$ cat config.mk
export PLATFORM = sky130hd
export DESIGN_NAME = decim2_d4_core_flat
export DESIGN_NICKNAME = d
export VERILOG_FILES = /design/src/rtl/decim2_d4_core_if.sv /design/src/rtl/decim2_d4_core.sv /design/src/flat_wrapper.sv
export SDC_FILE = /design/constraint.sdc
export NUM_CORES = 1
export LEC_CHECK = 0
export CELL_PAD_IN_SITES_DETAIL_PLACEMENT = 0
export CELL_PAD_IN_SITES_GLOBAL_PLACEMENT = 1
export CORE_ASPECT_RATIO = 0.9
export CORE_MARGIN = 2
export CORE_UTILIZATION = 39
export DETAILED_ROUTE_END_ITERATION = 6
export PLACE_DENSITY_LB_ADDON = 0.1
export SYNTH_ARGS = -nofsm -noshare
export SYNTH_HDL_FRONTEND = slang
export SYNTH_SLANG_ARGS = --single-unit
$ cat constraint.sdc
create_clock -name clk -period 10.75 [get_ports clk]
set_clock_uncertainty 0.2 [all_clocks]
set_input_delay 2.6875 -clock clk [delete_from_list [all_inputs] [get_ports clk]]
set_output_delay 2.6875 -clock clk [all_outputs]
set_load 0.05 [all_outputs]
$ cat src/rtl/decim2_d4_core_if.sv
// Stream bundle for decim2_d4_core: high-rate input samples (s_*) and the
// decimated output stream (m_*). The core binds the slave modport.
interface decim2_d4_core_if #(
  parameter int DATAPATH_WIDTH = 32
);
  logic                             s_valid;
  logic                             s_ready;
  logic signed [DATAPATH_WIDTH-1:0] s_data;
  logic                             m_valid;
  logic                             m_ready;
  logic signed [DATAPATH_WIDTH-1:0] m_data;

  modport master (
    output s_valid,
    output s_data,
    input  s_ready,
    input  m_valid,
    input  m_data,
    output m_ready
  );

  modport slave (
    input  s_valid,
    input  s_data,
    output s_ready,
    output m_valid,
    output m_data,
    input  m_ready
  );
endinterface

$ cat src/rtl/decim2_d4_core.sv
// Second-order CIC decimator by 2^R_LOG2 with clamped, registered output.
// Define DECIM2_ROUND_EN for round-half-up scaling; default is truncation.
module decim2_d4_core #(
  parameter int DATAPATH_WIDTH = 32,
  parameter int R_LOG2         = 2
) (
  input  logic                             clk,
  input  logic                             rstn,
  input  logic                             clear,
  input  logic                             en,
  input  logic signed [DATAPATH_WIDTH-1:0] min_Thold,
  input  logic signed [DATAPATH_WIDTH-1:0] max_Thold,
  decim2_d4_core_if.slave                  sif,
  output logic        [R_LOG2-1:0]         phase,
  output logic                             sat_flag
);

  localparam int G  = 2 * R_LOG2;
  localparam int DW = DATAPATH_WIDTH;
  localparam int W  = DW + G;

  logic signed [W-1:0] i1, i2, d_z1, c1_z1;
  logic signed [W-1:0] x, i1_n, i2_n, c1, c2;
  logic signed [W:0]   c2_ext, c2_adj, y_full, min_ext, max_ext;
  logic signed [DW-1:0] y_clamp, m_data_q;
  logic                 m_valid_q;
  logic                 last, stall, accept, load, over, under;

  // Only the last sample of a group needs the output register free.
  assign last   = &phase;
  assign stall  = last & m_valid_q & ~sif.m_ready;
  assign accept = sif.s_valid & sif.s_ready;
  assign load   = accept & last;

  assign sif.s_ready = en & ~stall;
  assign sif.m_valid = m_valid_q;
  assign sif.m_data  = m_data_q;

  assign x    = {{G{sif.s_data[DW-1]}}, sif.s_data};
  assign i1_n = i1 + x;
  assign i2_n = i2 + i1_n;
  assign c1   = i2_n - d_z1;
  assign c2   = c1 - c1_z1;

  // One guard bit above W keeps the rounding bias from wrapping the top code.
  assign c2_ext = {c2[W-1], c2};
`ifdef DECIM2_ROUND_EN
  localparam logic signed [W:0] RND_BIAS = (W+1)'(1) <<< (G - 1);
  assign c2_adj = c2_ext + RND_BIAS;
`else
  assign c2_adj = c2_ext;
`endif
  assign y_full = c2_adj >>> G;

  assign min_ext = {{(G+1){min_Thold[DW-1]}}, min_Thold};
  assign max_ext = {{(G+1){max_Thold[DW-1]}}, max_Thold};
  assign over    = y_full > max_ext;
  assign under   = y_full < min_ext;

  always_comb begin
    y_clamp = y_full[DW-1:0];
    if (over)
      y_clamp = max_Thold;
    else if (under)
      y_clamp = min_Thold;
  end

  always_ff @(posedge clk or negedge rstn) begin
    if (!rstn) begin
      i1        <= '0;
      i2        <= '0;
      d_z1      <= '0;
      c1_z1     <= '0;
      phase     <= '0;
      m_valid_q <= 1'b0;
      m_data_q  <= '0;
      sat_flag  <= 1'b0;
    end else if (clear) begin
      i1        <= '0;
      i2        <= '0;
      d_z1      <= '0;
      c1_z1     <= '0;
      phase     <= '0;
      m_valid_q <= 1'b0;
      m_data_q  <= '0;
      sat_flag  <= 1'b0;
    end else begin
      if (accept) begin
        i1    <= i1_n;
        i2    <= i2_n;
        phase <= phase + R_LOG2'(1);
      end
      if (load) begin
        d_z1      <= i2_n;
        c1_z1     <= c1;
        m_data_q  <= y_clamp;
        m_valid_q <= 1'b1;
        if (over || under)
          sat_flag <= 1'b1;
      end else if (m_valid_q && sif.m_ready) begin
        m_valid_q <= 1'b0;
      end
    end
  end

endmodule

$ cat src/flat_wrapper.sv
// flat-port wrapper written by rule: the top's interface ports become plain ports
module decim2_d4_core_flat 
#(
  parameter int DATAPATH_WIDTH = 32,
  parameter int R_LOG2         = 2
)
  (clk, rstn, clear, en, min_Thold, max_Thold, phase, sat_flag, sif_s_valid, sif_s_data, sif_s_ready, sif_m_valid, sif_m_data, sif_m_ready);
  decim2_d4_core_if #(.DATAPATH_WIDTH(DATAPATH_WIDTH)) sif_i ();
  input  logic clk;
  input  logic rstn;
  input  logic clear;
  input  logic en;
  input  logic signed [DATAPATH_WIDTH-1:0] min_Thold;
  input  logic signed [DATAPATH_WIDTH-1:0] max_Thold;
  output logic        [R_LOG2-1:0] phase;
  output logic sat_flag;
  input wire logic [$bits(sif_i.s_valid)-1:0] sif_s_valid;
  input wire logic [$bits(sif_i.s_data)-1:0] sif_s_data;
  output wire logic [$bits(sif_i.s_ready)-1:0] sif_s_ready;
  output wire logic [$bits(sif_i.m_valid)-1:0] sif_m_valid;
  output wire logic [$bits(sif_i.m_data)-1:0] sif_m_data;
  input wire logic [$bits(sif_i.m_ready)-1:0] sif_m_ready;
  assign sif_i.s_valid = sif_s_valid;
  assign sif_i.s_data = sif_s_data;
  assign sif_s_ready = sif_i.s_ready;
  assign sif_m_valid = sif_i.m_valid;
  assign sif_m_data = sif_i.m_data;
  assign sif_i.m_ready = sif_m_ready;
  decim2_d4_core #(.DATAPATH_WIDTH(DATAPATH_WIDTH), .R_LOG2(R_LOG2)) u_core (.clk(clk), .rstn(rstn), .clear(clear), .en(en), .min_Thold(min_Thold), .max_Thold(max_Thold), .sif(sif_i), .phase(phase), .sat_flag(sat_flag));
endmodule
==> results of run 1 <==
[worst min-delay path, cell delays in order, from the launching register on]
cell and delay [ns]:
dfrtp_1 0.35, nand2_1 0.04, o21ai_0 0.06
[how the worst min path moves through the flow]
stage	end	slack, ns	from	depth (start not counted)
floorplan	u_core.c1_z1[0]$_DFFE_PN0P_	0.24	u_core.c1_z1[0]$_DFFE_PN0P_	2
global placement	u_core.c1_z1[0]$_DFFE_PN0P_	0.26	u_core.c1_z1[0]$_DFFE_PN0P_	2
detailed placement	u_core.c1_z1[0]$_DFFE_PN0P_	0.27	u_core.c1_z1[0]$_DFFE_PN0P_	2
CTS	u_core.d_z1[23]$_DFFE_PN0P_	0.29	u_core.d_z1[23]$_DFFE_PN0P_	2
global route	u_core.sif.m_data[6]$_DFFE_PN0P_	0.32	u_core.sif.m_data[6]$_DFFE_PN0P_	2
finish	u_core.d_z1[34]$_DFFE_PN0P_	0.28	u_core.d_z1[34]$_DFFE_PN0P_	2
[per-stage QoR]
step                      area (um^2)  TNS, ns  setup WS (ns)   util  std cells
after CTS                       22800   -65.32          -2.04  0.560       3092
after floorplan                 16300   -53.31          -1.71      -       1944
final                           23300   -64.58          -2.03  0.570       3105
after global placement          21900   -90.33          -2.83  0.536       3051
after detailed placement        21900   -94.62          -2.94  0.536       3051
after global routing            23300   -80.55          -2.51  0.570       3105
[cell families after synthesis]
group           Yosys count  share of synthesized area
fa+ha+maj               211                      0.164
simple gates            502                      0.145
compound gates          685                      0.286
buf+inv                 243                     0.0590
flops                   180                      0.278
xor+xnor                119                     0.0648
mux                       4                    0.00263
[flip-flops by register name, summed over array words and instances, names as in the netlist]
name	flops
u_core.i2	36
u_core.phase	2
u_core.i1	36
u_core.c1_z1	36
u_core.sat_flag	1
u_core.d_z1	36
u_core.sif.m_data	32
u_core.sif.m_valid	1
[layer usage]
| layer | wire (um) | share of wire |
|---|---|---|
| met5 | 0 | 0 |
| met4 | 842 | 0.016 |
| met3 | 1490 | 0.029 |
| met2 | 24200 | 0.47 |
| met1 | 24700 | 0.48 |
[layout by cell type, fill, tap and decap left out, types with 9 or more instances in the layout]
cell and instances:
o21ai_2 10, xor2_1 36, inv_1 172, nor2b_1 20
a22o_1 73, o21ai_0 67, a22oi_2 9, dfrtp_1 180
o21ai_1 41, clkdlybuf4s50_1 132, o211ai_1 14, nor2_1 99
ha_1 203, nor2_4 10, xnor2_1 74, and3_1 18
nand2b_1 11, nor3_1 20, a31oi_1 19, nand2_1 207
clkbuf_16 17, a211oi_2 9, nand4_1 29, a211oi_1 24
a21oi_1 186, o21a_1 14, buf_4 506, a21oi_2 18
a21o_1 84, o21bai_1 11, nand3_1 31
[repair_timing]
action	in CTS	in global routing
pin swaps	37	72
endpoints found under the setup margin	33	33
resized for setup	54	74
gates cloned	3	0
buffers inserted	6	13
[final cells by class]
class / count / area (um^2)
clock inverters: 12 / 201
flip-flops and latches: 180 / 4500
multi-input cells: 1521 / 11300
well taps: 540 / 676
repair buffers: 659 / 5460
fillers: 3860 / 17600
inverters: 173 / 662
clock buffers: 20 / 457
==> results.json, run 1 <==
{
  "holdWs_ns": 0.284,
  "crit_start": "sif_s_data[0]",
  "syn_nets": 2257,
  "max_freq_ghz": 0.0783,
  "yosysMostFrequentCell": "nand2_1",
  "grt_start_max_net_pins": 104,
  "worst-endpoint-required_ns": 10.95,
  "arrival_ns": 12.98,
  "rr_worst_depth": 49,
  "drt-initial-drc-count": 831,
  "cts_buffers": 17,
  "vias": 16466,
  "grt-busiest-layer": "met2",
  "ys.flop_type": "dfrtp_1",
  "die_w_um": 219,
  "top_level_ports": 139,
  "async_reset_ff_frac": 1.00,
  "netlist_instances": 1944,
  "synth_common_cells": "nand2_1 (210), ha_1 (208), a21oi_1 (202), dfrtp_1 (180), inv_1 (172)",
  "rows": 70,
  "wirelength_um": 51200,
  "rsz0062_at_grt": "true",
  "yosysTopAreaCellShare": 0.278,
  "grt_util_all_layers": 0.241,
  "clk_pin_slew_ns": 0.07,
  "wl_per_cell_um": 16.5,
  "use_met1": 0.327,
  "core-area_um2": 40800,
  "cap_viol_max_count": 0,
  "ant_nets": 0,
  "clock-sinks": 180,
  "met3_usage": 0.0345,
  "critPathMostFrequentCell": "a21oi_2",
  "cp-endpoint": "u_core.sif.m_data[23]$_DFFE_PN0P_",
  "dr.pass1.iters": 5,
  "start_kind": "primary input",
  "cp_num_cells": 50,
  "slowest_stage": "a2111o_1",
  "final_max_slew_viol_count": 0,
  "dp_hpwl_um": 38700,
  "cts_tree": "done",
  "n_antenna_cell": 0,
  "netlist_area_um2": 16200,
  "first_global_vias": 16809,
  "ys_types": 90,
  "end_kind": "flop",
  "hold_viol": 0,
  "grt_overflow_total": 0,
  "drc": 0,
  "fp.dieH_um": 197,
  "status": "finished with violations",
  "fp.dieArea_um2": 43200,
  "cp_num_buf_inv": 6,
  "met2_usage": 0.400,
  "worst_slew_pin_slew_ns": 0.948,
  "vias_per_cell": 5.30,
  "r2r_setup_slack_ns": -0.14,
  "cpLargestDelayFamily": "compound AO/OA/AOI/OAI gates",
  "avgSynthCellArea_um2": 8.34,
  "cp_max_fo": 6,
  "cts_root_buf": "clkbuf_16",
  "relSlewSlack": 0.368,
  "io_buffer_count": 138,
  "grt_pass1_wl_um": 83700,
  "ys_seq_elements": 180,
  "finalSetupViolations": 33,
  "min_path_type": "reg2reg",
  "critPathKind": "in2reg",
  "setup_ws_ns": -2.03,
  "num-nets-final": 2865,
  "ys_seq_area_frac": 0.278,
  "post-route-period-util": 1.19,
  "synth_edf_count": 0,
  "drive_gt1_frac": 0.267,
  "fin_crit_ns": 12.78,
  "timing.rr.start": "u_core.i1[0]$_DFFE_PN0P_",
  "ctsLongestPathBuffers": 2,
  "violations": "setup timing",
  "yosysTopAreaCell": "dfrtp_1",
  "area_growth_pct": 43.5,
  "place_congestion": 0.899,
  "htreeDepth": 4,
  "critPathMaxStageDelay_ns": 0.44,
  "synthTopCellsByArea": "dfrtp_1 (28%), ha_1 (16%), a21oi_1 (6.2%)",
  "synth_warnings": 0,
  "start_util": 0.397,
  "r2r-end": "u_core.sif.m_data[23]$_DFFE_PN0P_",
  "hold_buffers": 0,
  "antenna_found_initial": 0,
  "clkLatencyLatePin_ns": 0.47
}
Power of run 1 is not shown: default switching activity piles up to over one toggle a cycle in this logic, so the estimate is an artifact.
==> run 2, diff against run 1 <==
==> constraint.sdc (replaced) <==
create_clock -name clk -period 10.75 [get_ports clk]
set_clock_uncertainty 0.2 [all_clocks]
set_input_delay 3.225 -clock clk [delete_from_list [all_inputs] [get_ports clk]]
set_output_delay 3.225 -clock clk [all_outputs]
set_load 0.05 [all_outputs]
==> results.json, run 2 (same netlist as run 1, synthesis figures left out) <==
{
  "status": "finished with violations",
  "violations": "setup timing",
  "arrival_ns": 13.37,
  "cp_max_fo": 11,
  "ctsLongestPathBuffers": 2,
  "clk_pin_slew_ns": 0.07,
  "layout_common_cells": "buf_4 (529), nand2_1 (207), ha_1 (203)",
  "max_freq_ghz": 0.0757,
  "first_global_vias": 16927,
  "dp_hpwl_um": 39600,
  "area_growth_pct": 43.6,
  "hold_viol": 0,
  "fp.dieH_um": 197,
  "num-nets-final": 2885,
  "slowest_stage": "clkdlybuf4s50_1",
  "setup_ws_ns": -2.47,
  "top_level_ports": 139,
  "cts_tree": "done",
  "cap_viol_max_count": 0,
  "n_antenna_cell": 0,
  "post-route-period-util": 1.23,
  "final_max_slew_viol_count": 0,
  "grt_pass1_wl_um": 85300,
  "rows": 70,
  "n_fill_cell": 3752,
  "critPathMaxStageDelay_ns": 0.44,
  "worst-endpoint-required_ns": 10.90,
  "finalSetupViolations": 33,
  "htreeDepth": 4,
  "dr.pass1.iters": 5,
  "place_congestion": 0.902,
  "grt_util_all_layers": 0.245,
  "die_w_um": 219,
  "worst_slew_pin_slew_ns": 0.947,
  "wirelength_um": 52200,
  "drc": 0,
  "vias": 16716,
  "antenna_found_initial": 1,
  "grt_start_max_net_pins": 82,
  "ant_nets": 0,
  "vias_per_cell": 5.35,
  "end_kind": "flop",
  "critPathKind": "in2reg",
  "start_util": 0.397,
  "clock-sinks": 180,
  "grt_overflow_total": 0,
  "start_kind": "primary input",
  "layout_commonest_cell": "buf_4",
  "core-area_um2": 40800,
  "fin_crit_ns": 13.22,
  "relSlewSlack": 0.369,
  "clkLatencyLatePin_ns": 0.47,
  "dp.cells": 3056,
  "min_path_type": "reg2reg",
  "cts_buffers": 17,
  "io_buffer_count": 138,
  "drive_gt1_frac": 0.272,
  "fin_cells": 3124,
  "drt-initial-drc-count": 934,
  "fin_setup_tns_ns": -79.99,
  "fp.dieArea_um2": 43200,
  "cts_root_buf": "clkbuf_16",
  "wl_per_cell_um": 16.7,
  "rsz0062_at_grt": "true"
}
run 2: changes by cell type in the layout (fill, tap and decap cells not counted), sizes merged:
cell           change
buf               +21
clkbuf             -4
clkdlybuf4s50      +1
clkinvlp           +1
dlymetal6s2s       -1
inv                +1
run 2: timing repair:
action	in CTS	in global routing
gates resized for setup	65	45
pin swaps	62	48
setup endpoints to repair	33	34
cloned	1	0
setup buffers	30	6
hold buffers	0	0
run 2: final cells by class:
type                    instances  area, um^2  area share
clock buffers                  17         425      0.0183
clock inverters                14         210     0.00903
inverters                     173         649      0.0279
multi-input cells            1521       11300       0.484
flip-flops and latches        180        4500       0.194
well taps                     540         676      0.0290
repair buffers                679        5550       0.239
run 2: routing by layer:
metal | vias to the layer above | GRT usage | part of all wire
met5 | - | 0 | 0
met4 | 0 | 0.0573 | 0.017
met3 | 61 | 0.0399 | 0.040
met2 | 307 | 0.410 | 0.48
met1 | 8058 | 0.330 | 0.47
li1 | 8290 | - | -
run 2: metrics by stage:
stage	util	hold slack, ns	instance area, um^2	setup slack, ns
floorplan	-	0.242	16300	-2.25
global placement	0.537	0.258	21900	-3.32
detailed placement	0.537	0.265	21900	-3.54
CTS	0.564	0.282	23000	-2.48
global route	0.570	0.313	23300	-2.88
finish	0.570	0.279	23300	-2.47
run 2: worst max-delay path, delay by kind of cell:
kind	cells	cell delay [ns]
AO/OA/AOI/OAI	24	4.71
AND/OR/NAND/NOR	13	2.36
adder cells (fa/ha/maj)	5	1.48
buffers and inverters	4	0.89
XOR/XNOR	4	0.69
run 2: worst paths after layout:
path / slack, ns / startpoint / to / depth (start not counted)
max: -2.47 / sif_s_data[5] / u_core.sif.m_data[4]$_DFFE_PN0P_ / 50
min: 0.28 / u_core.c1_z1[0]$_DFFE_PN0P_ / u_core.c1_z1[0]$_DFFE_PN0P_ / 2
max reg2reg: -0.03 / u_core.i1[0]$_DFFE_PN0P_ / u_core.sif.m_data[4]$_DFFE_PN0P_ / 52
min reg2reg: 0.28 / u_core.c1_z1[0]$_DFFE_PN0P_ / u_core.c1_z1[0]$_DFFE_PN0P_ / 2
max in group asynchronous: 6.47 / rstn / u_core.i1[6]$_DFFE_PN0P_ / 2
min in group asynchronous: 2.60 / rstn / u_core.sif.m_data[29]$_DFFE_PN0P_ / 1
Power of run 2 is left out for the same reason.
==> run 3, diff against run 2 <==
- CORE_MARGIN: 2 -> 3
- GPL_TIMING_DRIVEN: unset -> 0
==> results.json, run 3 (same netlist as run 1, synthesis figures left out) <==
{
  "design_area_um2": 20500,
  "fin_crit_ns": 13.47,
  "violations": "setup timing",
  "wirelength_um": 52400,
  "start_util": 0.397,
  "n_antenna_cell": 0,
  "htreeDepth": 4,
  "critPathKind": "in2reg",
  "relSlewSlack": 0.263,
  "antenna_found_initial": 2,
  "place_area_um2": 18400,
  "critPathMaxStageDelay_ns": 0.43,
  "min_path_cells": 2,
  "worst_slew_pin_slew_ns": 1.11,
  "drt-met1-wl_um": 25000,
  "end_kind": "flop",
  "clock-sinks": 180,
  "num-nets-final": 2494,
  "drt-initial-drc-count": 1247,
  "wl_met2_um": 23800,
  "drc": 0,
  "dr.pass1.iters": 5,
  "grt_pass1_wl_um": 81600,
  "fp.dieH_um": 199,
  "worst-endpoint-required_ns": 10.90,
  "first_global_vias": 14749,
  "hold_viol": 0,
  "area_growth_pct": 26.7,
  "clkLatencyLatePin_ns": 0.47,
  "final_max_slew_viol_count": 0,
  "vias": 15381,
  "cts_buffers": 17,
  "slowest_stage": "or3_4",
  "die_w_um": 221,
  "grt_util_all_layers": 0.232,
  "cap_viol_max_count": 0,
  "clk_pin_slew_ns": 0.08,
  "grt_start_max_net_pins": 97,
  "critPathMostFrequentCell": "a21o_1",
  "rr_worst_depth": 51,
  "status": "finished with violations",
  "arrival_ns": 13.62,
  "cts_root_buf": "clkbuf_16",
  "layout_commonest_cell": "nand2_1",
  "top_level_ports": 139,
  "fp.dieArea_um2": 44000,
  "drive_gt1_frac": 0.134,
  "post-route-period-util": 1.25,
  "start_kind": "primary input",
  "highest_layer": "met5",
  "wl_per_cell_um": 19.2,
  "ant_nets": 0,
  "rows": 70,
  "hold_buffers": 0,
  "min_path_type": "reg2reg",
  "place_congestion": 0.887,
  "cp_max_fo": 9,
  "finalSetupViolations": 33,
  "rsz0062_at_grt": "true",
  "holdWs_ns": 0.288,
  "io_buffer_count": 138,
  "dp_hpwl_um": 39900,
  "max_freq_ghz": 0.0743,
  "grt_overflow_total": 0,
  "layout_common_cells": "nand2_1 (206), ha_1 (189), a21oi_1 (186)",
  "met3_length_um": 2900,
  "core-area_um2": 40800,
  "vias_per_cell": 5.63,
  "ctsLongestPathBuffers": 2,
  "setup_ws_ns": -2.72,
  "cts_tree": "done"
}
==> run 3: cell types whose count changed in the layout (fill, tap and decap cells not counted), sizes merged <==
cell,previous run,this run
buf,544,99
clkbuf,18,71
inv,174,183
bufinv,5,0
clkinvlp,3,0
bufbuf,0,1
clkinv,5,4
dlymetal6s2s,0,1
==> run 3: layout make-up <==
| type | instances | area (um^2) |
|---|---|---|
| fillers | 3982 | 20300 |
| clock buffers | 18 | 439 |
| multi-input cells | 1521 | 11600 |
| flip-flops and latches | 180 | 4500 |
| clock inverters | 14 | 153 |
| well taps | 540 | 676 |
| inverters | 173 | 652 |
| plain buffers | 69 | 395 |
| repair buffers | 219 | 2090 |
==> run 3: worst paths after layout <==
check / start / end / slack (ns)
hold reg to reg: u_core.d_z1[33]$_DFFE_PN0P_ / u_core.d_z1[33]$_DFFE_PN0P_ / 0.29
setup / recovery: sif_s_data[0] / u_core.sif.m_data[25]$_DFFE_PN0P_ / -2.72
max in group asynchronous: rstn / u_core.i1[12]$_DFFE_PN0P_ / 6.82
hold / removal: u_core.d_z1[33]$_DFFE_PN0P_ / u_core.d_z1[33]$_DFFE_PN0P_ / 0.29
setup reg to reg: u_core.i1[0]$_DFFE_PN0P_ / u_core.sif.m_data[25]$_DFFE_PN0P_ / -0.30
min in group asynchronous: rstn / u_core.sif.m_data[26]$_DFFE_PN0P_ / 2.55
==> run 3: what timing repair did <==
item | CTS | global route
gates resized for setup | 120 | 78
pin swaps | 86 | 66
setup buffers | 50 | 27
gates cloned | 2 | 1
setup endpoints to repair | 33 | 33
==> run 3: layer usage <==
layer	global-route usage	vias to the layer above
met2	0.373	360
li1	-	7525
met1	0.334	7438
met3	0.0357	56
met4	0.0460	2
met5	0	-
==> run 3: through the flow <==
| stage | TNS (ns) | cells | setup WS (ns) | utilization |
|---|---|---|---|---|
| final | -87.26 | 2734 | -2.72 | 0.503 |
| after global routing | -100.35 | 2734 | -3.11 | 0.503 |
| after CTS | -88.49 | 2706 | -2.76 | 0.488 |
| after detailed placement | -164.88 | 2623 | -5.16 | 0.450 |
| after global placement | -514.70 | 2622 | -5.20 | 0.449 |
| after floorplan | -71.05 | 1944 | -2.25 | - |
==> run 3: critical path, delay by kind of cell <==
family,cells,cell delay [ns]
compound gates,26,5.29
simple gates,10,1.89
fa+ha+maj,6,1.61
buf+inv,5,0.80
xor+xnor,5,0.79
Power of run 3 is left out for the same reason.
